**src/rtl/timer_mmio_if.sv**
```systemverilog
// Data-memory bus slice seen by the machine timer: core drives address/data/byte
// enables, the timer returns registered read data and a hit flag.
interface timer_mmio_if #(
   parameter int XLEN = 32
);
   logic [XLEN-1:0] addr;
   logic [XLEN-1:0] wdata;
   logic [3:0]      we;
   logic [XLEN-1:0] rdata;
   logic            hit;

   modport master (output addr, output wdata, output we, input rdata, input hit);
   modport slave  (input addr, input wdata, input we, output rdata, output hit);
endinterface

```
**src/rtl/timer_mmio.sv**
```systemverilog
// RISC-V machine timer (mtime/mtimecmp) with prescaler, control register,
// tear-free 64-bit read shadow and a level timer interrupt.
module timer_mmio #(
   parameter int          XLEN         = 32,
   parameter logic [31:0] BASE_ADDR    = 32'h8000_0000,
   parameter logic [63:0] MTIMECMP_RST = 64'hFFFF_FFFF_FFFF_FFFF
) (
   input  logic         clk,
   input  logic         rst,
   timer_mmio_if.slave  bus,
   output logic         int_timer
);

   logic [63:0]     mtime;
   logic [63:0]     mtimecmp;
   logic [31:0]     shadow_hi;
   logic            en;
   logic            ie;
   logic [7:0]      prescale;
   logic [7:0]      psc_cnt;

   logic            hit;
   logic [2:0]      off;
   logic            wr;
   logic            tick;
   logic [XLEN-1:0] rd_sel;
   logic            en_new;
   logic            ie_new;
   logic [7:0]      prescale_new;

   function automatic logic [31:0] merge(input logic [31:0] old_val,
                                         input logic [31:0] new_val,
                                         input logic [3:0]  lanes);
      logic [31:0] res;
      res = old_val;
      for (int i = 0; i < 4; i++) begin
         if (lanes[i]) res[8*i +: 8] = new_val[8*i +: 8];
      end
      return res;
   endfunction

   always_comb begin
      hit  = (bus.addr[XLEN-1:5] == BASE_ADDR[XLEN-1:5]);
      off  = bus.addr[4:2];
      wr   = hit && (bus.we != 4'b0000);
      tick = en && (psc_cnt == prescale);

      en_new       = bus.we[0] ? bus.wdata[0]    : en;
      ie_new       = bus.we[0] ? bus.wdata[1]    : ie;
      prescale_new = bus.we[1] ? bus.wdata[15:8] : prescale;

      // MTIME_HI deliberately returns the shadow captured by the last LO read
      rd_sel = '0;
      case (off)
         3'd0:    rd_sel = mtime[31:0];
         3'd1:    rd_sel = shadow_hi;
         3'd2:    rd_sel = mtimecmp[31:0];
         3'd3:    rd_sel = mtimecmp[63:32];
         3'd4:    rd_sel = {16'h0000, prescale, 6'b000000, ie, en};
         default: rd_sel = '0;
      endcase
   end

   always_ff @(posedge clk) begin
      if (rst) begin
         mtime     <= '0;
         mtimecmp  <= MTIMECMP_RST;
         shadow_hi <= '0;
         en        <= 1'b0;
         ie        <= 1'b0;
         prescale  <= '0;
         psc_cnt   <= '0;
         bus.rdata <= '0;
         bus.hit   <= 1'b0;
         int_timer <= 1'b0;
      end else begin
         if (en) psc_cnt <= tick ? 8'd0 : psc_cnt + 8'd1;
         if (tick) mtime <= mtime + 64'd1;

         // a bus write to mtime overrides the tick of the same cycle entirely
         if (wr) begin
            case (off)
               3'd0: mtime <= {mtime[63:32], merge(mtime[31:0], bus.wdata, bus.we)};
               3'd1: mtime <= {merge(mtime[63:32], bus.wdata, bus.we), mtime[31:0]};
               3'd2: mtimecmp[31:0]  <= merge(mtimecmp[31:0], bus.wdata, bus.we);
               3'd3: mtimecmp[63:32] <= merge(mtimecmp[63:32], bus.wdata, bus.we);
               3'd4: begin
                  en       <= en_new;
                  ie       <= ie_new;
                  prescale <= prescale_new;
                  psc_cnt  <= '0;
               end
               default: ;
            endcase
         end

         if (hit && (off == 3'd0) && (bus.we == 4'b0000)) shadow_hi <= mtime[63:32];

         bus.rdata <= hit ? rd_sel : '0;
         bus.hit   <= hit;
         int_timer <= ie && (mtime >= mtimecmp);
      end
   end

endmodule

```
**src/flat_wrapper.sv**
```systemverilog
// flat-port wrapper written by rule: the top's interface ports become plain ports
module timer_mmio_flat 
#(
   parameter int          XLEN         = 32,
   parameter logic [31:0] BASE_ADDR    = 32'h8000_0000,
   parameter logic [63:0] MTIMECMP_RST = 64'hFFFF_FFFF_FFFF_FFFF
)
  (clk, rst, int_timer, bus_addr, bus_wdata, bus_we, bus_rdata, bus_hit);
  timer_mmio_if #(.XLEN(XLEN)) bus_i ();
  input  logic clk;
  input  logic rst;
  output logic int_timer;
  input wire logic [$bits(bus_i.addr)-1:0] bus_addr;
  input wire logic [$bits(bus_i.wdata)-1:0] bus_wdata;
  input wire logic [$bits(bus_i.we)-1:0] bus_we;
  output wire logic [$bits(bus_i.rdata)-1:0] bus_rdata;
  output wire logic [$bits(bus_i.hit)-1:0] bus_hit;
  assign bus_i.addr = bus_addr;
  assign bus_i.wdata = bus_wdata;
  assign bus_i.we = bus_we;
  assign bus_rdata = bus_i.rdata;
  assign bus_hit = bus_i.hit;
  timer_mmio #(.XLEN(XLEN), .BASE_ADDR(BASE_ADDR), .MTIMECMP_RST(MTIMECMP_RST)) u_core (.clk(clk), .rst(rst), .bus(bus_i), .int_timer(int_timer));
endmodule
```
**config.mk**
```make
export PLATFORM = sky130hd
export DESIGN_NAME = timer_mmio_flat
export DESIGN_NICKNAME = d
export VERILOG_FILES = /design/src/rtl/timer_mmio_if.sv /design/src/rtl/timer_mmio.sv /design/src/flat_wrapper.sv
export SDC_FILE = /design/constraint.sdc
export NUM_CORES = 1
export LEC_CHECK = 0
export ABC_AREA = 1
export BUFFER_PORTS_ARGS = -buffer_cell sky130_fd_sc_hd__buf_4
export CORE_AREA = 2 2 175 177
export DETAILED_ROUTE_END_ITERATION = 8
export DIE_AREA = 0 0 177 179
export RECOVER_POWER = 100
export SLEW_MARGIN = 25
export SYNTH_ARGS = -nofsm -noshare
export SYNTH_HDL_FRONTEND = slang
export SYNTH_SLANG_ARGS = --single-unit
```
**constraint.sdc**
```tcl
create_clock -name clk -period 1.9 [get_ports clk]
set_input_delay 0.38 -clock clk [delete_from_list [all_inputs] [get_ports clk]]
set_output_delay 0.38 -clock clk [all_outputs]
set_load 0.05 [all_outputs]
```
* Yosys cells after proc, flatten, opt, wreduce, memory -nomap -nowiden
Index checks and enable logic that the tools add are counted.
** Storage, ports and cells
- Register bits after elaboration :: 212
** Operators by class
- Order comparisons :: 1
- Bitwise logic cells :: 1
- Equal/unequal tests :: 16
- Reduce and logical (&&, ||, !) cells :: 27
- Add/subtract/negate cells :: 2
- Muxes and demuxes :: 12
** Operators by type and width (count)
- $pmux 32 s5 :: 1
- $mux 64 :: 2
- $pmux 64 s2 :: 1
- $add 64x1->64 const B :: 1
- $ge 64x64->1 :: 1
- $mux 8 :: 8
- $reduce_and 3->1 :: 10
- $eq 27x27->1 const B :: 1
- $ne 3x3->1 const B :: 8
- $reduce_and 2->1 :: 8
- $add 8x1->8 const B :: 1
- $eq 8x8->1 :: 1
- $eq 3x2->1 const B :: 2
- $logic_and 1x1->1 :: 5
- $logic_not 4->1 :: 1
- $ne 2x2->1 const B :: 2
- $reduce_bool 4->1 :: 1
- $eq 3x1->1 const B :: 1
- $eq 3x3->1 const B :: 1
- $logic_not 3->1 :: 1
- $reduce_or 2->1 :: 1
- $not 1->1 :: 1

* Logic depth before layout (Yosys ltp)
Gate-level depths: netlist of the first run.
- Depth in word-level cells :: 6
- Mapped depth :: 17

* Least setup slack after synthesis of the first run
Ideal clock, no wire load.
- Path type :: register to register
- Start point :: register u_core.mtime[0]
- End point :: register u_core.mtime[54]
- Slack :: 0.190 ns
- Cell stages (with the launch flop) :: 12
- Data arrival time :: 1.640 ns
- Period minus slack after synthesis :: 1.710 ns
- Required time :: 1.830 ns
- Path through :: dfxtp_1 ha_1 nand2_1 nor2_4 nand2_2 nor2_2 nand3_1 nor2_1 nand2_1 nand2_1 nand3_1 a21oi_1
** On the way
- Cells in the longest elaborated chain, start to end :: 4
** RTL lines
- start: declaration :: line timer_mmio.sv:14 : logic [63:0] mtime;
- start signal: assignment :: line timer_mmio.sv:78 : if (tick) mtime <= mtime + 64'd1;
- start signal: assignment :: line timer_mmio.sv:83 : 3'd0: mtime <= {mtime[63:32], merge(mtime[31:0], bus.wdata, bus.we)};
- start signal: assignment :: line timer_mmio.sv:84 : 3'd1: mtime <= {merge(mtime[63:32], bus.wdata, bus.we), mtime[31:0]};
- $add 64x1->64 (*) :: line timer_mmio.sv:78
- $mux 64 (*) :: line timer_mmio.sv:78
- $pmux 64 s2 :: line timer_mmio.sv:82 : case (off)
- $mux 64 (*) :: line timer_mmio.sv:81 : if (wr) begin
Every way passes the cells marked *; elsewhere a longest branch is shown, timed or not.
A chain may end at the register's enable or synchronous reset.

* Worst setup path in the final report of the first run
- Start point :: register u_core.mtime[15]
- End point :: register u_core.mtime[63]
The elaborated chain is that of the path after synthesis.

==> results by group, run 1 <==
Logic synthesis
  – Register area share after synthesis: 0.320
  – Yosys top cell area share: 0.320
  – Synth Net Count: 2204
  – Synth cell types: 41
  – Yosys warns: 0
  – Cell Area, Synth: 13300 um2
  – Synth Instances: 2068
  – Area leader, netlist: dfxtp_1
  – Most frequent cell after synthesis: nand2_1
  – Post-synth EDFFs: 0
  – Synth Register Bits: 212
  – Post-synth ARST share: 0
  – Top post-synthesis cells by count: 507 x nand2_1, 275 x inv_1, 229 x nor2_1, 212 x dfxtp_1, 173 x nand3_1
  – Ys flop type: dfxtp_1
  – Top cells by area, synth: dfxtp_1 32%, nand2_1 14%, inv_1 7.8%
  – Mapped Avg Cell Area: 6.42 um2

Min path
  – Worst min path class: primary input to flop

Power
  – Overall power: 9.85 mW
  – Leakage: 9.03 nW
  – Max IR drop VDD: 0.000566 V
  – PD cells: 532 nW/um2

Floorplanning
  – Die Y: 179 um
  – Site Rows: 64
  – I/O pin cnt: 104
  – Initial core utilization: 0.442
  – Core Region: 30000 um2
  – Die width: 177 um
  – DIE AREA: 31700 um2

Timing
  – Fmax: 0.508 GHz
  – Final setup violation count: 7
  – Tmin final: 1.97 ns
  – Clk_skew: 0.0138 ns
  – Final-report hold violation count: 0
  – Slew HR: 0.547
  – Slew Viols, Final: 0
  – Hold_ws: 0.0985 ns
  – Final period utilization: 1.04
  – Worst Tran Pin Value: 0.683 ns
  – Final setup margin: -0.0684 ns
  – Setup tns final: -0.154 ns
  – Unrepaired setup endpoints after global routing: true

Route
  – DR vias/cell: 5.58
  – DRT iter0 DRCs: 1602
  – DR DRC count: 0
  – First-pass detailed-route iteration total: 6
  – Drt total wl: 58.9 mm
  – Via count: 15900
  – Drt wl/cell: 20.6 um
  – Detail Route Antenna Nets: 0

Finish
  – Nets: 2581
  – Synth-to-Final Area Change: 39.4%
  – Fillcell total: 2917
  – Register area: 4310 um2
  – Final Util: 0.616
  – Layout cell share with drive strength beyond 1: 0.272
  – Cell Count, Final, Fillers Out: 2856
  – Multi-input combinational cell area: 8400 um2
  – Antenna Diode Count: 0
  – Cell area after layout: 18500 um2

Setup path
  – CP Data Arrival Time: 2.45 ns
  – Crit. Startpoint: u_core.mtime[15]$_SDFFE_PP0P_
  – End of the critical path: u_core.mtime[63]$_SDFFE_PP0P_
  – Critical-path maximum fanout: 5
  – RR Endpoint: u_core.mtime[63]$_SDFFE_PP0P_
  – Crit Path Class: flop to flop
  – Worst Setup Start Kind: flop
  – R2R Path Start: u_core.mtime[15]$_SDFFE_PP0P_
  – Critical Path RT: 2.38 ns
  – Slack of the worst reg-to-reg path: -0.07 ns
  – R2R cell count: 13
  – Crit. End Element: flop

Global routing
  – GRT Residual Overflow: 0
  – Largest net degree at the start of global routing: 43
  – Overall Global Routing Usage: 0.351
  – Vias in the first global route: 14300
  – Initial antenna violation count: 1
  – First-pass GRT wire length: 84.2 mm

Clock network
  – Clk pin slew, worst setup/hold paths: 0.06 ns
  – H-Tree Depth: 1
  – Clock sink count: 212
  – Max clock buf depth: 3
  – CTS buffer count: 26
  – CTS tree: yes
  – Root Driver: clkbuf_16
  – Clk_lat worst skew: 0.56 ns
  – CTS hold repair buffers: 0

Place
  – Final GP Congestion: 1.00
  – Setup WS pre-CTS: -0.205 ns
  – Cell total after placement: 2791
  – IO Port Bufs: 101
  – Final HPWL DP: 44.1 mm
  – Dpl cell area: 16800 um2

Run
  – Max-Cap Viols: 0

Status
  – Status: complete, but fails checks
  – Failing checks: setup timing
-- placed cells by master, fill, tap and decap left out, types with 6 or more instances in the layout --
| cell type | n |
|---|---|
| buf_12 | 19 |
| inv_2 | 16 |
| o22ai_1 | 29 |
| clkbuf_1 | 41 |
| nand3_2 | 23 |
| a221oi_1 | 23 |
| nor4_1 | 6 |
| o21ai_0 | 100 |
| dfxtp_1 | 170 |
| o21ai_1 | 16 |
| nor2_4 | 32 |
| clkbuf_2 | 14 |
| nor3_1 | 10 |
| nand3_4 | 6 |
| ha_4 | 12 |
| nand2_4 | 7 |
| ha_1 | 54 |
| buf_6 | 15 |
| and2_1 | 8 |
| a21oi_2 | 16 |
| nor2_1 | 180 |
| nand2_1 | 469 |
| inv_1 | 266 |
| buf_4 | 338 |
| a211oi_1 | 9 |
| o211ai_1 | 55 |
| clkbuf_16 | 31 |
| a21oi_1 | 130 |
| nor2_2 | 35 |
| nand3_1 | 153 |
| nand4_1 | 49 |
| dfxtp_2 | 38 |
| nand2_2 | 34 |
-- area by class of cell --
cell class	instances	area share
inverters	285	0.0579
multi-input cells	1490	0.454
well taps	396	0.0268
repair buffers	430	0.186
clock buffers	39	0.0411
clock inverters	4	0.00122
flip-flops and latches	212	0.233
-- metal layers --
metal	vias up	GRT usage	wire (um)
met2	800	0.546	26100
met4	0	0.120	2050
li1	7584	-	-
met3	116	0.0532	5410
met5	-	0	0
met1	7430	0.495	25400
-- sequential cells by signal, indices dropped and copies added, names as in the netlist --
name	count
u_core.psc_cnt	8
u_core.prescale	8
u_core.bus.hit	1
u_core.int_timer	1
u_core.shadow_hi	32
u_core.mtime	64
u_core.en	1
u_core.mtimecmp	64
u_core.bus.rdata	32
u_core.ie	1
-- critical path: stages (launching register included) --
cell and delay [ns]:
dfxtp_4 0.39, buf_6 0.11, nand2_4 0.06, nor2_4 0.11, buf_6 0.13, nand2_2 0.06
nor2_2 0.13, nand3b_1 0.26, nor2_1 0.18, buf_4 0.14, nand2_1 0.05, nand2_1 0.06
nand3_2 0.07, a21oi_2 0.14
-- timing repair --
| item | CTS | global route |
|---|---|---|
| pin swaps | 11 | 86 |
| setup endpoints to repair | 30 | 62 |
| setup buffers | 4 | 16 |
| gates resized for setup | 44 | 235 |
| gates cloned | 0 | 5 |
-- how the worst min path moves through the flow --
| stage | end | depth (start not counted) | start |
|---|---|---|---|
| finish | u_core.en$_SDFFE_PP0P_ | 3 | bus_wdata[0] |
| global route | u_core.mtimecmp[51]$_SDFFE_PP1P_ | 3 | bus_wdata[19] |
| CTS | u_core.mtimecmp[49]$_SDFFE_PP1P_ | 3 | bus_wdata[17] |
| detailed placement | u_core.mtimecmp[17]$_SDFFE_PP1P_ | 2 | u_core.mtimecmp[17]$_SDFFE_PP1P_ |
| global placement | u_core.mtimecmp[23]$_SDFFE_PP1P_ | 2 | u_core.mtimecmp[23]$_SDFFE_PP1P_ |
| floorplan | u_core.mtimecmp[17]$_SDFFE_PP1P_ | 2 | u_core.mtimecmp[17]$_SDFFE_PP1P_ |
-- report_power, final --
part | internal [mW] | total, mW | switching [mW]
combinational | 0.234 | 0.616 | 0.382
sequential | 4.44 | 4.44 | 0.0000000102
clock | 2.73 | 4.80 | 2.07
-- kinds of logic after synthesis --
family	count (synthesis)	share of synthesized area
AO/OA/AOI/OAI	390	0.170
XOR/XNOR	5	0.00386
adder cells (fa/ha/maj)	66	0.0622
buffers and inverters	366	0.109
flip-flops	212	0.320
AND/OR/NAND/NOR	1029	0.335
Power figures use the tool's default switching activity.
==> run 2: changes to the inputs <==
--- a/config.mk
+++ b/config.mk
@@ -10,6 +10,7 @@
 export CORE_AREA = 2 2 175 177
 export DETAILED_ROUTE_END_ITERATION = 8
 export DIE_AREA = 0 0 177 179
+export PLACE_DENSITY = 0.72
 export RECOVER_POWER = 100
 export SLEW_MARGIN = 25
 export SYNTH_ARGS = -nofsm -noshare
==> results by group, run 2 (synthesis gave the netlist of run 1 again) <==
Status
  – Status: complete, but fails checks
  – Failing checks: setup timing

Timing
  – Final-report hold violation count: 0 (unchanged)
  – Worst Tran Pin Value: 0.639 ns (-0.0440 ns)
  – Final period utilization: 1.03 (-0.00185)
  – Tmin final: 1.96 ns (-0.00352 ns)
  – Final setup margin: -0.0649 ns (+0.00352 ns)
  – Slew Viols, Final: 0 (unchanged)
  – Unrepaired setup endpoints after global routing: true
  – Clk_skew: 0.0278 ns (+0.0140 ns)
  – Final setup violation count: 5 (-2)
  – Fmax: 0.509 GHz (+0.18%)
  – Slew HR: 0.576 (+0.0293)

Floorplanning
  – I/O pin cnt: 104 (unchanged)
  – Core Region: 30000 um2 (unchanged)
  – Die Y: 179 um (unchanged)
  – Initial core utilization: 0.442 (unchanged)
  – Site Rows: 64 (unchanged)
  – DIE AREA: 31700 um2 (unchanged)
  – Die width: 177 um (unchanged)

Power
  – Overall power: 10.2 mW (+3.8%)
  – PD cells: 560 nW/um2 (+5.2%)
  – Leakage: 8.89 nW (-1.5%)
  – Max IR drop VDD: 0.000584 V (+3.2%)

Setup path
  – Worst Setup Start Kind: flop
  – Slowest stage cell, crit path: dfxtp_1
  – CP Data Arrival Time: 2.43 ns (-0.02 ns)
  – Crit path cell chain: nor2_1 -> nor2_2 -> nand2_2 -> inv_2 -> nand3_4 -> buf_12 -> buf_12 -> nor2_4 -> buf_6 -> nand2_4 -> nand2_2 -> nand3_2 -> a21oi_1
  – Crit Path Class: flop to flop
  – Critical-path maximum fanout: 8 (+3)
  – Critical Path RT: 2.36 ns (-0.02 ns)
  – Slack of the worst reg-to-reg path: -0.06 ns (about the same)
  – Crit. End Element: flop
  – Max incr delay on CP: 0.40 ns (about the same)
  – R2R cell count: 13 (unchanged)

Route
  – First-pass detailed-route iteration total: 7 (+1)
  – Drt total wl: 56.5 mm (-4.1%)
  – Detail Route Antenna Nets: 0 (unchanged)
  – DR DRC count: 0 (unchanged)
  – DRT iter0 DRCs: 1959 (+22%)
  – DR vias/cell: 5.68 (+1.8%)
  – Via count: 16000 (+0.60%)
  – Drt wl/cell: 20.0 um (-3.0%)

Finish
  – Largest registers: u_core.mtime x64, u_core.mtimecmp x64
  – Fillcell total: 2807 (-3.8%)
  – Most common cell after layout, fill and taps aside: nand2_1
  – Synth-to-Final Area Change: 37.4%
  – Register area: 4340 um2 (+0.70%)
  – Nets: 2543 (-1.5%)
  – Multi-input combinational cell area: 8270 um2 (-1.6%)
  – Layout cell share with drive strength beyond 1: 0.259 (-0.0131)
  – Most frequent cells in the layout: 476 x nand2_1, 308 x buf_4, 262 x inv_1
  – Final Util: 0.608 (-0.00854)

Min path
  – Worst min path class: primary input to flop
  – Hold depth: 3 (unchanged)

Global routing
  – Vias in the first global route: 14700 (+2.4%)
  – First-pass GRT wire length: 82.9 mm (-1.6%)
  – Initial antenna violation count: 1 (unchanged)
  – Overall Global Routing Usage: 0.341 (-0.0101)
  – GRT Residual Overflow: 0 (unchanged)
  – Largest net degree at the start of global routing: 72 (+67%)

Clock network
  – CTS tree: yes
  – Clock sink count: 212 (unchanged)
  – Root Driver: clkbuf_16
  – H-Tree Depth: 1 (unchanged)
  – CTS buffer count: 25 (-3.8%)
  – Clk pin slew, worst setup/hold paths: 0.07 ns (about the same)
  – Clk_lat worst skew: 0.55 ns (about the same)
  – Max clock buf depth: 3 (unchanged)
  – CTS hold repair buffers: 0 (unchanged)

Place
  – Final GP Congestion: 0.985 (-1.7%)
  – IO Port Bufs: 101 (unchanged)
  – Final HPWL DP: 43.1 mm (-2.3%)

Run
  – Max-Cap Viols: 0 (unchanged)
run 2: cell count changes in the layout (fill, tap and decap cells not counted), moves of 6 or more:
cell / before / now
o21ai_1: 16 / 9
buf_12: 19 / 27
nand2_2: 34 / 27
dfxtp_1: 170 / 160
nand2_1: 469 / 476
nand3_2: 23 / 17
o21ai_0: 100 / 109
clkbuf_2: 14 / 4
buf_4: 338 / 308
dfxtp_4: 4 / 11
run 2: timing repair:
item | in CTS | in global routing
buffers inserted | 2 | 29
pin swaps | 15 | 63
setup endpoints to repair | 30 | 59
gates cloned | 0 | 1
resized for setup | 50 | 209
run 2: power breakdown:
part | internal (mW) | switching (mW)
registers | 4.43 | 0.0000000103
clock network | 3.09 | 2.11
logic | 0.225 | 0.375
total | 7.74 | 2.48
run 2: per-layer routing:
layer | GRT usage | vias up | part of all wire | routed length, um
li1 | - | 7515 | - | -
met1 | 0.459 | 7490 | 0.41 | 23200
met2 | 0.543 | 885 | 0.44 | 25100
met3 | 0.0606 | 136 | 0.11 | 6090
met4 | 0.131 | 0 | 0.037 | 2080
met5 | 0 | - | 0 | 0
run 2: worst paths after layout:
check / start / endpoint
setup / recovery: u_core.prescale[4]$_SDFFE_PP0P_ / u_core.mtime[48]$_SDFFE_PP0P_
hold / removal: bus_wdata[0] / u_core.en$_SDFFE_PP0P_
setup reg to reg: u_core.prescale[4]$_SDFFE_PP0P_ / u_core.mtime[48]$_SDFFE_PP0P_
hold reg to reg: u_core.mtimecmp[23]$_SDFFE_PP1P_ / u_core.mtimecmp[23]$_SDFFE_PP1P_
run 2: final cells by class:
class / instances / area share
Multi-Input combinational cell: 1490 / 0.453
Sequential cell: 212 / 0.238
Timing Repair Buffer: 393 / 0.175
Inverter: 285 / 0.0588
Clock buffer: 30 / 0.0370
Tap cell: 396 / 0.0272
Clock inverter: 16 / 0.0112
Antenna cell: 1 / 0.000137
run 2: worst max-delay path: cells and delay by family (launching register included):
| kind | cells | cell delay [ns] |
|---|---|---|
| flip-flops | 1 | 0.40 |
| buffers and inverters | 4 | 0.57 |
| AND/OR/NAND/NOR | 8 | 0.72 |
| AO/OA/AOI/OAI | 1 | 0.16 |
run 2: through the flow:
stage | cells | setup WS, ns | hold slack [ns] | setup TNS [ns] | cell area, um2
after floorplan | 2068 | 0.190 | 0.429 | 0 | 13300
after global placement | 2745 | -0.291 | 0.442 | -11.99 | 16500
after detailed placement | 2745 | -0.319 | 0.445 | -22.39 | 16500
after CTS | 2792 | -0.0155 | 0.104 | -0.0155 | 17600
after global routing | 2822 | -0.124 | 0.119 | -4.91 | 18200
final | 2823 | -0.0649 | 0.119 | -0.190 | 18200
==> run 3: changes to the inputs <==
--- a/config.mk
+++ b/config.mk
@@ -10,8 +10,10 @@
 export CORE_AREA = 2 2 175 177
 export DETAILED_ROUTE_END_ITERATION = 8
 export DIE_AREA = 0 0 177 179
+export HOLD_SLACK_MARGIN = 0.06
 export PLACE_DENSITY = 0.72
 export RECOVER_POWER = 100
+export SKIP_CTS_REPAIR_TIMING = 1
 export SLEW_MARGIN = 25
 export SYNTH_ARGS = -nofsm -noshare
 export SYNTH_HDL_FRONTEND = slang
==> results by group, run 3 (synthesis gave the netlist of run 1 again) <==
Floorplanning
  – Die Y: 179 um (unchanged)
  – Initial core utilization: 0.442 (unchanged)
  – Site Rows: 64 (unchanged)
  – Die width: 177 um (unchanged)
  – DIE AREA: 31700 um2 (unchanged)
  – I/O pin cnt: 104 (unchanged)
  – Core Region: 30000 um2 (unchanged)

Clock network
  – Root Driver: clkbuf_16
  – Clk_lat worst skew: 0.55 ns (about the same)
  – H-Tree Depth: 1 (unchanged)
  – Max clock buf depth: 3 (unchanged)
  – CTS tree: yes
  – Clock sink count: 212 (unchanged)
  – CTS buffer count: 25 (unchanged)
  – Clk pin slew, worst setup/hold paths: 0.06 ns (about the same)

Place
  – Final HPWL DP: 43.1 mm (unchanged)
  – Final GP Congestion: 0.985 (unchanged)
  – IO Port Bufs: 101 (unchanged)
  – Dpl cell area: 16500 um2 (unchanged)
  – Cell total after placement: 2745 (unchanged)

Timing
  – Slew HR: 0.574 (-0.00176)
  – Final setup margin: -0.0645 ns (+0.000408 ns)
  – Fmax: 0.509 GHz (about the same)
  – Final setup violation count: 17 (+12)
  – Clk_skew: 0.0283 ns (+0.000558 ns)
  – Final-report hold violation count: 0 (unchanged)
  – Slew Viols, Final: 0 (unchanged)
  – Final period utilization: 1.03 (about the same)
  – Worst Tran Pin Value: 0.642 ns (+0.00265 ns)
  – Unrepaired setup endpoints after global routing: true
  – Tmin final: 1.96 ns (-0.000408 ns)

Finish
  – Multi-input combinational cell area: 8210 um2 (-0.68%)
  – Antenna Diode Count: 0 (-1)
  – Synth-to-Final Area Change: 36.9%
  – Most frequent cells in the layout: 464 x nand2_1, 299 x buf_4, 265 x inv_1
  – Layout cell share with drive strength beyond 1: 0.257 (-0.00195)
  – Cell area after layout: 18200 um2 (-0.43%)
  – Cell Count, Final, Fillers Out: 2821 (-0.071%)
  – Fillcell total: 2836 (+1.0%)
  – Register area: 4320 um2 (-0.40%)
  – Largest registers: u_core.mtime x64, u_core.mtimecmp x64
  – Most common cell after layout, fill and taps aside: nand2_1
  – Nets: 2542 (-0.039%)

Route
  – Drt total wl: 56.9 mm (+0.70%)
  – DR vias/cell: 5.73 (+0.93%)
  – Drt wl/cell: 20.2 um (+0.78%)
  – First-pass detailed-route iteration total: 6 (-1)
  – DRT iter0 DRCs: 2242 (+14%)
  – Via count: 16200 (+0.86%)
  – DR DRC count: 0 (unchanged)
  – Detail Route Antenna Nets: 0 (unchanged)

Min path
  – Worst min path class: primary input to flop
  – HP Start: bus_wdata[17]
  – Hold depth: 3 (unchanged)
  – Hold EP: u_core.mtimecmp[49]$_SDFFE_PP1P_

Run
  – Max-Cap Viols: 0 (unchanged)

Setup path
  – R2R cell count: 13 (unchanged)
  – Crit. End Element: flop
  – RR Endpoint: u_core.mtime[54]$_SDFFE_PP0P_
  – R2R Path Start: u_core.mtime[0]$_SDFFE_PP0P_
  – Slack of the worst reg-to-reg path: -0.06 ns (about the same)
  – Critical Path RT: 2.36 ns (about the same)
  – Worst Setup Start Kind: flop
  – CP Data Arrival Time: 2.42 ns (about the same)
  – Crit Path Class: flop to flop
  – Critical-path maximum fanout: 4 (-4)

Global routing
  – Initial antenna violation count: 1 (unchanged)
  – Vias in the first global route: 14600 (-0.40%)
  – GRT Residual Overflow: 0 (unchanged)
  – First-pass GRT wire length: 82.8 mm (-0.14%)
  – Overall Global Routing Usage: 0.341 (-0.000378)
  – Largest net degree at the start of global routing: 72 (unchanged)

Power
  – Max IR drop VDD: 0.000571 V (-2.3%)
  – Leakage: 8.92 nW (+0.28%)
  – PD cells: 564 nW/um2 (+0.68%)

Status
  – Status: complete, but fails checks
  – Failing checks: setup timing
run 3: final cells by class:
class	instances	area share
tap	396	0.0273
multi-input combinational	1490	0.452
sequential	212	0.238
timing repair buffer	392	0.176
inverter	285	0.0592
clock buffer	30	0.0371
clock inverter	16	0.0112
run 3: layer usage:
layer | track usage | vias up | wire length [um]
met5 | 0 | - | 0
met4 | 0.131 | 0 | 2370
met3 | 0.0628 | 163 | 6270
met2 | 0.540 | 912 | 25000
met1 | 0.460 | 7575 | 23200
li1 | - | 7514 | -
run 3: how the worst max path moves through the flow:
stage / startpoint / endpoint / slack (ns) / depth (start not counted)
5_1_grt: u_core.mtime[0]$_SDFFE_PP0P_ / u_core.mtime[24]$_SDFFE_PP0P_ / -0.14 / 13
3_5_place_dp: u_core.mtimecmp[54]$_SDFFE_PP1P_ / u_core.int_timer$_SDFF_PP0_ / -0.32 / 12
4_1_cts: u_core.mtimecmp[54]$_SDFFE_PP1P_ / u_core.int_timer$_SDFF_PP0_ / -0.33 / 12
6_report: u_core.mtime[0]$_SDFFE_PP0P_ / u_core.mtime[54]$_SDFFE_PP0P_ / -0.06 / 13
2_1_floorplan: u_core.mtime[0]$_SDFFE_PP0P_ / u_core.mtime[54]$_SDFFE_PP0P_ / 0.19 / 11
3_3_place_gp: u_core.mtimecmp[55]$_SDFFE_PP1P_ / u_core.int_timer$_SDFF_PP0_ / -0.29 / 12
run 3: worst max-delay path, stage by stage (launching register included):
cell and delay (ns):
dfxtp_2 0.36, ha_4 0.15, nand2_4 0.06, nor2_4 0.21, buf_6 0.14, nand2_4 0.07
nor2_4 0.17, nand3_4 0.13, nor2_2 0.12, buf_6 0.16, nand2_1 0.06, nand2_1 0.05
nand3_1 0.06, a21oi_1 0.13
run 3: per-stage QoR:
stage | utilization | setup TNS [ns] | setup slack (ns) | total power, mW | hold WS [ns]
6_report | 0.605 | -0.492 | -0.0645 | 10.2 | 0.119
4_1_cts | 0.579 | -2.37 | -0.327 | 10.2 | 0.104
3_5_place_dp | 0.549 | -22.39 | -0.319 | 5.12 | 0.445
3_3_place_gp | 0.549 | -11.99 | -0.291 | 5.11 | 0.442
5_1_grt | 0.605 | -6.28 | -0.142 | 10.4 | 0.121
2_1_floorplan | - | 0 | 0.190 | 4.77 | 0.429
run 3: power by group:
| group | switching (mW) | internal, mW | leakage (nW) |
|---|---|---|---|
| clock network | 2.12 | 3.09 | 0.423 |
| registers | 0.00000000983 | 4.43 | 1.73 |
| logic | 0.375 | 0.226 | 6.76 |
